===== src/rtl/comparador_multi.sv =====
// Sequential multi-stage password comparator: checks one guess per cycle against
// the current stage's password, tracks wrong guesses and unlocks or locks out.
module comparador_multi #(
   parameter  int WIDTH    = 4,
   parameter  int STAGES   = 2,
   parameter  int MAX_TENT = 7,
   localparam int FASE_W   = (STAGES > 1) ? $clog2(STAGES) : 1,
   localparam int CNT_W    = $clog2(MAX_TENT + 1)
) (
   input  logic                      clk,
   input  logic                      rst,
   input  logic [STAGES*WIDTH-1:0]   senhas,
   input  logic [WIDTH-1:0]          tentativa,
   input  logic                      tentativa_valida,
   input  logic                      reiniciar,
   output logic [1:0]                resultado,
   output logic                      resultado_valido,
   output logic [FASE_W-1:0]         fase,
   output logic [CNT_W-1:0]          tentativas_erradas,
   output logic                      desbloqueado,
   output logic                      bloqueado
);

   typedef enum logic [1:0] {
      COMPARA   = 2'd0,
      ABERTO    = 2'd1,
      BLOQUEADO = 2'd2
   } estadoT;

   estadoT           estado;
   logic [WIDTH-1:0] senhaAtual;

   // Mux by equality so a non-power-of-two STAGES never indexes past senhas.
   always_comb begin
      senhaAtual = '0;
      for (int unsigned k = 0; k < STAGES; k++) begin
         if (fase == FASE_W'(k)) senhaAtual = senhas[k*WIDTH +: WIDTH];
      end
   end

   always_ff @(posedge clk) begin
      if (rst || reiniciar) begin
         estado             <= COMPARA;
         resultado          <= 2'b00;
         resultado_valido   <= 1'b0;
         fase               <= '0;
         tentativas_erradas <= '0;
      end else begin
         resultado_valido <= 1'b0;
         if (estado == COMPARA && tentativa_valida) begin
            resultado_valido <= 1'b1;
            if (tentativa == senhaAtual) begin
               resultado <= 2'b10;
               if (fase == FASE_W'(STAGES - 1)) estado <= ABERTO;
               else                             fase   <= fase + FASE_W'(1);
            end else begin
               resultado <= (tentativa > senhaAtual) ? 2'b01 : 2'b00;
               if (tentativas_erradas < CNT_W'(MAX_TENT))
                  tentativas_erradas <= tentativas_erradas + CNT_W'(1);
               // Lockout coincides with the verdict of the error that hits the limit.
               if (tentativas_erradas >= CNT_W'(MAX_TENT - 1))
                  estado <= BLOQUEADO;
            end
         end
      end
   end

   assign desbloqueado = (estado == ABERTO);
   assign bloqueado    = (estado == BLOQUEADO);

endmodule


===== config.mk =====
export PLATFORM = sky130hd
export DESIGN_NAME = comparador_multi
export DESIGN_NICKNAME = d
export VERILOG_FILES = /design/src/rtl/comparador_multi.sv
export SDC_FILE = /design/constraint.sdc
export NUM_CORES = 1
export LEC_CHECK = 0
export BUFFER_PORTS_ARGS = -buffer_cell sky130_fd_sc_hd__clkbuf_2
export CORE_MARGIN = 5
export CORE_UTILIZATION = 38
export DETAILED_ROUTE_END_ITERATION = 8
export GPL_ROUTABILITY_DRIVEN = 0
export PLACE_DENSITY = 0.71
export SYNTH_ARGS = -nofsm -noshare
export SYNTH_HDL_FRONTEND = slang
export SYNTH_SLANG_ARGS = --single-unit

===== constraint.sdc =====
create_clock -name clk -period 1.8 [get_ports clk]
set_clock_uncertainty 0.15 [all_clocks]
set_input_delay 0.18 -clock clk [delete_from_list [all_inputs] [get_ports clk]]
set_output_delay 0.18 -clock clk [all_outputs]
set_load 0.02 [all_outputs]

== After elaboration in Yosys (flattened, before gate mapping) ==
Cells that the tools add are included.
Widths: inputs -> output; s select.

* Eq/ne operators: 4
* Divide/modulo/power cells: 0
* Reduce and logical (&&, ||, !) cells: 7
* $add $sub $neg: 2
* Shift-type cells: 0
* Multipliers: 0
* Bitwise gates (word level): 1
* Muxes and demuxes: 8
* Order comparisons: 3

{| class="wikitable"
|+ Operator list
! operator !! count
|-
| $mux 2 || 4
|-
| $reduce_and 3->1 || 2
|-
| $eq 4x4->1 || 1
|-
| $gt 4x4->1 || 1
|-
| $mux 4 || 1
|-
| $add 3x1->3 const B || 1
|-
| $ge 3x3->1 const B || 1
|-
| $lt 3x3->1 const B || 1
|-
| $mux 1 || 3
|-
| $eq 2x1->1 const B || 1
|-
| $eq 2x2->1 const B || 1
|-
| $logic_not 2->1 || 1
|-
| $ne 2x2->1 const B || 1
|-
| $reduce_and 2->1 || 1
|-
| $reduce_bool 2->1 || 1
|-
| $add 1x1->1 const B || 1
|-
| $logic_and 1x1->1 || 1
|-
| $logic_or 1x1->1 || 1
|-
| $not 1->1 || 1
|}

* Memories kept: 0
* Word-level logic and storage cells: 30
* ROM bits: 0
* Latch bits: 0
* Bits in writable memories: 0
* Register bits after elaboration: 9

== Logic depth before layout (Yosys ltp) ==
Gate-level depths: netlist of run 1.

* Word-level depth: 4
* Depth in mapped cells: 8

== Worst setup path before layout of run 1 ==
Ideal clock, no wire load.

* Path type: reg-to-reg
* Start point: reg fase
* End point: reg tentativas_erradas[0]
* Path buffers: 2
* Slack: -0.318 ns
* Setup time: 0.058 ns
* Clock period less this slack: 2.118 ns
* Stages on the path, launching flop included: 9
* Data arrival time: 1.909 ns
* Path through: dfxtp_1 -> buf_2 -> mux2_2 -> ha_1 -> nand4_1 -> and2_1 -> buf_4 -> a31oi_1 -> o21a_1

* Cells in the longest elaborated chain, start to end: 4

{| class="wikitable"
|+ Ends and longest elaborated chain
! item !! RTL line !! source
|-
| start, declared || 18 || <nowiki>output logic [FASE_W-1:0] fase,</nowiki>
|-
| start signal, assigned || 55 || <nowiki>else fase <= fase + FASE_W'(1);</nowiki>
|-
| $mux 4 || 37 || <nowiki>if (fase == FASE_W'(k)) senhaAtual = senhas[k*WIDTH +: WIDTH];</nowiki>
|-
| $eq 4x4->1 || 52 || <nowiki>if (tentativa == senhaAtual) begin</nowiki>
|-
| $not 1->1 (no line) || - ||
|-
| $reduce_and 3->1 (no line) || - ||
|-
| end signal, assigned || 59 || <nowiki>tentativas_erradas <= tentativas_erradas + CNT_W'(1);</nowiki>
|-
| end, declared || 19 || <nowiki>output logic [CNT_W-1:0] tentativas_erradas,</nowiki>
|}

Every way passes these cells.
A chain may end at the register's enable or synchronous reset.

== Worst setup path after layout of run 1 ==
Ends and elaborated chain as after synthesis.

==> impl_metrics.env, run 1 <==
export IMPL_syn_inst=57
export IMPL_final_cells=98
export IMPL_grt_setup_unrepaired="yes"
export IMPL_worstPathArrival_ns=1.81
export IMPL_timing_fmax_mhz=572
export IMPL_grt_pass1_vias=402
export IMPL_initial_core_util_pct=39.6
export IMPL_critPathCapture="tentativas_erradas[0]"
export IMPL_max_cap_violations=0
export IMPL_core_area_mm2=0.00127
export IMPL_r2r_end="tentativas_erradas[0]"
export IMPL_post_dp_hpwl_um=876
export IMPL_setup_viol=0
export IMPL_die_w_um=46.4
export IMPL_layout_drive_gt1_share_pct=42.2
export IMPL_hold_violations=0
export IMPL_postCtsHoldBufs=0
export IMPL_async_reset_ff_share_pct=0
export IMPL_ys_seq_area_share_pct=35.8
export IMPL_via_per_inst=4.84
export IMPL_path_class="reg -> reg"
export IMPL_dr_wl_met3_um=53
export IMPL_gr_total_overflow=0
export IMPL_drt_initial_drc_count=7
export IMPL_syn_nets=78
export IMPL_grt_max_degree=9
export IMPL_outcome="completed"
export IMPL_hold_path_class="in -> reg"
export IMPL_route_antenna_remaining_nets=0
export IMPL_io_buffers=24
export IMPL_worstReg2RegStart="fase"
export IMPL_wl_met2_um=535
export IMPL_clk_latency_ns=0.26
export IMPL_fp_dieH_um=46.4
export IMPL_place_area_um2=639
export IMPL_grt_use_total_pct=10.9
export IMPL_synth_edf_count=0
export IMPL_avgRoutedWirePerCell_um=10.7
export IMPL_htreeDepth=1
export IMPL_yosys_warnings=0
export IMPL_clockBufferDepth=2
export IMPL_startpoint_type="register"
export IMPL_synth_cell_area_um2=503
export IMPL_rows=13
export IMPL_cts_made_buffers=3
export IMPL_clk_pin_slew_worst_paths_ns=0.06
export IMPL_period_needed_ns=1.75
export IMPL_highest_layer="met3"
export IMPL_grt_antenna_before_repair=0
export IMPL_wirelength_um=1050
export IMPL_area_growth_pct=35.3
export IMPL_ios=25
export IMPL_final_nets=105
export IMPL_final_common_cell="clkbuf_2"
export IMPL_grt_pass1_wl_um=1650
export IMPL_finalCritPeriodShare_pct=97.1
export IMPL_tightest_slew_ns=0.214
export IMPL_post_route_util_pct=53.6
export IMPL_max_slew_margin_pct=85.7
export IMPL_drc_errors=0
export IMPL_leakagePower_nw=0.331
export IMPL_power_density_mw_per_mm2=643
export IMPL_ys_types=25
export IMPL_power_ir_vdd_worst_mv=0.255
export IMPL_dp_cells=94
export IMPL_ys_ff_latch=9
export IMPL_startpoint="fase"
export IMPL_cts_tree="built"
export IMPL_ys_flop_type="dfxtp_1"
export IMPL_firstDrtPassIters=4
export IMPL_crit_required_ns=1.86
export IMPL_clock_sinks=9
export IMPL_diodes=0
export IMPL_mostFrequentLayoutCells="24 x clkbuf_2, 10 x nor2_1, 8 x dfxtp_1, 4 x a21oi_1, 4 x ha_1"
export IMPL_num_vias=474
export IMPL_crit_fanout=6
export IMPL_worstRegToRegCells=6
export IMPL_hold_slack_ns=0.0952
export IMPL_syn_avg_cell_area_um2=8.82
export IMPL_worstSetupEndpointType="register"
export IMPL_maxSlewViolCount=0
export IMPL_root_buffer="clkbuf_4"
export IMPL_die_area_mm2=0.00215
export IMPL_final_area_um2=681
export IMPL_wl_met1_um=460
export IMPL_worst_r2r_setup_slack_ns=0.05
[metrics by stage]
step           worst slack [ns]  setup TNS (ns)  power (mW)
6_report                 0.0518               0       0.437
5_1_grt                 -0.0412         -0.0748       0.468
4_1_cts                  0.0437               0       0.443
3_5_place_dp            0.00947               0       0.284
3_3_place_gp             0.0358               0       0.283
2_1_floorplan           -0.0892          -0.290       0.259
[power breakdown]
part	internal (mW)	switching [mW]
clock network	0.0854	0.0695
registers	0.203	0.00413
logic	0.0384	0.0374
total	0.326	0.111
[synthesized netlist by cell type, types with 2 or more instances]
master / number / area share (%)
nor2_1: 10 / 7.5
dfxtp_1: 9 / 36
ha_1: 5 / 12
a21oi_1: 4 / 4.0
inv_1: 3 / 2.2
mux2i_1: 3 / 6.0
a31oi_1: 2 / 2.5
buf_2: 2 / 2.0
nand2_1: 2 / 1.5
nand4_1: 2 / 2.5
[routing by layer]
metal / GRT usage (%) / up-vias
met2: 16.8 / 11
met3: 6.25 / 0
met1: 13.5 / 213
li1: - / 250
met4: 1.70 / 0
met5: 0 / -
[worst min path at each step]
stage / start / to / slack [ns] / depth (start not counted)
global placement: resultado[1] / resultado[1] / 0.34 / 2
finish: rst / resultado[0] / 0.1 / 3
floorplan: rst / resultado[0] / 0.26 / 2
detailed placement: resultado[1] / resultado[1] / 0.34 / 2
CTS: rst / resultado[0] / 0.09 / 3
global route: rst / resultado[0] / 0.1 / 3
[critical path, stage by stage (launching register included)]
cell and delay [ns]:
dfxtp_4 0.38, mux2_4 0.32, ha_4 0.25, nand4_1 0.11
and2_4 0.19, a31oi_1 0.16, o21a_1 0.13
[state kept, by name (all words and copies together), names as in the netlist]
| signal | cells |
|---|---|
| tentativas_erradas | 3 |
| fase | 1 |
| resultado_valido | 1 |
| resultado | 2 |
| estado | 2 |
[cell families (layout without fill, tap and decap cells)]
logic type / count (synthesis) / after routing / share of synthesized area (%)
adder cells (fa/ha/maj): 5 / 5 / 12.4
flip-flops: 9 / 9 / 35.8
buffers and inverters: 6 / 32 / 5.72
multiplexers: 4 / 4 / 8.21
AO/OA/AOI/OAI: 10 / 10 / 12.4
AND/OR/NAND/NOR: 22 / 22 / 23.6
XOR/XNOR: 1 / 1 / 1.74
[repair_timing]
item	4_1_cts	5_1_grt
endpoints found under the setup margin	1	3
buffers inserted	0	0
pin swaps	0	2
gates resized for setup	2	1
[layout make-up]
type / count / area (um2)
clock buffers: 4 / 26.3
fillers: 118 / 588
inverters: 3 / 11.3
multi-input cells: 42 / 313
flip-flops and latches: 9 / 184
well taps: 15 / 18.8
repair buffers: 25 / 128
(Power assumes the default switching activity.)
==> inputs of run 2 (changes only) <==
--- a/constraint.sdc
+++ b/constraint.sdc
@@ -3,3 +3,3 @@
 set_input_delay 0.18 -clock clk [delete_from_list [all_inputs] [get_ports clk]]
 set_output_delay 0.18 -clock clk [all_outputs]
-set_load 0.02 [all_outputs]
+set_load 0.1 [all_outputs]
==> impl_metrics.env, run 2 (synthesized netlist as in run 1, its figures left out) <==
export IMPL_outcome="completed"
export IMPL_cpMaxStageDelayCell="dfxtp_4"
export IMPL_intPower_uw=327
export IMPL_clock_sinks=9
export IMPL_drt_initial_drc_count=6
export IMPL_via_per_inst=4.91
export IMPL_grt_max_degree=9
export IMPL_grt_pass1_vias=454
export IMPL_layout_drive_gt1_share_pct=44.6
export IMPL_power_uw=463
export IMPL_fp_dieH_um=46.4
export IMPL_power_ir_vdd_worst_mv=0.384
export IMPL_path_class="reg -> reg"
export IMPL_power_switching_uw=136
export IMPL_worstSetupEndpointType="register"
export IMPL_finalCritPeriodShare_pct=97.7
export IMPL_maxSlewViolCount=0
export IMPL_cts_made_buffers=3
export IMPL_hold_path_class="in -> reg"
export IMPL_setup_viol=0
export IMPL_path_buf_inv=0
export IMPL_post_dp_hpwl_um=940
export IMPL_route_antenna_remaining_nets=0
export IMPL_clk_pin_slew_worst_paths_ns=0.06
export IMPL_hold_violations=0
export IMPL_clock_power_share_pct=32.6
export IMPL_path_depth=6
export IMPL_die_w_um=46.4
export IMPL_clk_latency_ns=0.25
export IMPL_drc_errors=0
export IMPL_final_common_cell="clkbuf_2"
export IMPL_crit_required_ns=1.85
export IMPL_timing_fmax_mhz=569
export IMPL_worstRegToRegCells=6
export IMPL_final_nets=105
export IMPL_grt_antenna_before_repair=0
export IMPL_grt_setup_unrepaired="yes"
export IMPL_p_sw_share_pct=29.4
export IMPL_rows=13
export IMPL_htreeDepth=1
export IMPL_largest_register="tentativas_erradas"
export IMPL_top_regs="tentativas_erradas: 3 flops, estado: 2 flops, resultado: 2 flops"
export IMPL_startpoint_type="register"
export IMPL_setup_ws_ns=0.0422
export IMPL_largest_reg_flops=3
export IMPL_tightest_slew_ns=0.551
export IMPL_diodes=0
export IMPL_die_area_mm2=0.00215
export IMPL_seq_power_share_pct=44.7
export IMPL_clockBufferDepth=2
export IMPL_totalNegativeSetupSlack_ns=0
export IMPL_gr_total_overflow=0
export IMPL_max_slew_margin_pct=63.5
export IMPL_firstDrtPassIters=4
export IMPL_worstPathArrival_ns=1.81
export IMPL_area_growth_pct=37.1
export IMPL_ios=25
export IMPL_period_needed_ns=1.76
export IMPL_p_comb_share_pct=22.7
export IMPL_mostFrequentLayoutCells="24 x clkbuf_2, 10 x nor2_1, 8 x dfxtp_1, 4 x a21oi_1, 4 x ha_1"
export IMPL_grt_pass1_wl_um=1820
export IMPL_max_cap_violations=0
export IMPL_power_density_mw_per_mm2=671
export IMPL_crit_fanout=6
export IMPL_leakagePower_nw=0.332
export IMPL_initial_core_util_pct=39.6
export IMPL_cts_tree="built"
export IMPL_worstHoldPathCells=3
export IMPL_cp_slowest_stage_delay_ns=0.38
export IMPL_path_cells="mux2_4, ha_4, nand4_1, and2_4, a31oi_1, o21a_1"
export IMPL_grt_use_total_pct=11.7
export IMPL_postCtsHoldBufs=0
export IMPL_num_vias=481
export IMPL_hold_slack_ns=0.116
export IMPL_crit_family="flip-flops"
export IMPL_root_buffer="clkbuf_4"
export IMPL_dpl_worst_slack_ns=-0.0117
export IMPL_core_area_mm2=0.00127
export IMPL_io_buffers=24
export IMPL_wirelength_um=1090
export IMPL_avgRoutedWirePerCell_um=11.2
## run 2: cell counts in the layout (fill, tap and decap cells not counted)
No cell type changed its count.
## run 2: per-layer routing
layer,vias to the layer above,share of wire (%),track usage (%)
li1,254,-,-
met1,215,40,12.9
met2,12,52,20.9
met3,0,7.6,6.25
met4,0,0,0
met5,-,0,0
## run 2: layout make-up
cell class	instances	area, um2
timing repair buffer	25	128
fill	124	579
tap	15	18.8
inverter	3	11.3
clock buffer	4	26.3
sequential	9	184
multi-input combinational	42	322
## run 2: timing repair
action                                  4_1_cts  5_1_grt
hold endpoints to repair                      0        0
pin swaps                                     0        1
buffers inserted                              0        0
gates resized for setup                       2        2
endpoints found under the setup margin        2        6
## run 2: power by group through the flow
stage	Clock (mW)	Combinational [mW]	Sequential, mW
detailed placement	0	0.100	0.212
finish	0.151	0.105	0.207
global placement	0	0.0987	0.211
floorplan	0	0.0425	0.244
global route	0.168	0.116	0.208
CTS	0.156	0.102	0.207
## run 2: worst reg2reg max path: cells and delay by family, from the launching register on
kind                     cells  cell delay (ns)
adder cells (fa/ha/maj)      1             0.26
flip-flops                   1             0.38
AND/OR/NAND/NOR              2             0.32
multiplexers                 1             0.32
AO/OA/AOI/OAI                2             0.29
## run 2: stage by stage
| stage | cell area, um2 | instances | utilization, % |
|---|---|---|---|
| 2_1_floorplan | 523 | 57 | - |
| 3_5_place_dp | 642 | 94 | 50.6 |
| 6_report | 689 | 98 | 54.3 |
| 4_1_cts | 671 | 98 | 52.9 |
| 5_1_grt | 689 | 98 | 54.3 |
| 3_3_place_gp | 642 | 94 | 50.6 |
## run 2: worst paths after layout
| path | slack (ns) | to | start |
|---|---|---|---|
| setup reg to reg | 0.04 | tentativas_erradas[0] | fase |
| hold reg to reg | 0.35 | resultado[1] | resultado[1] |
| setup / recovery | 0.04 | tentativas_erradas[0] | fase |
| hold / removal | 0.12 | resultado[0] | rst |
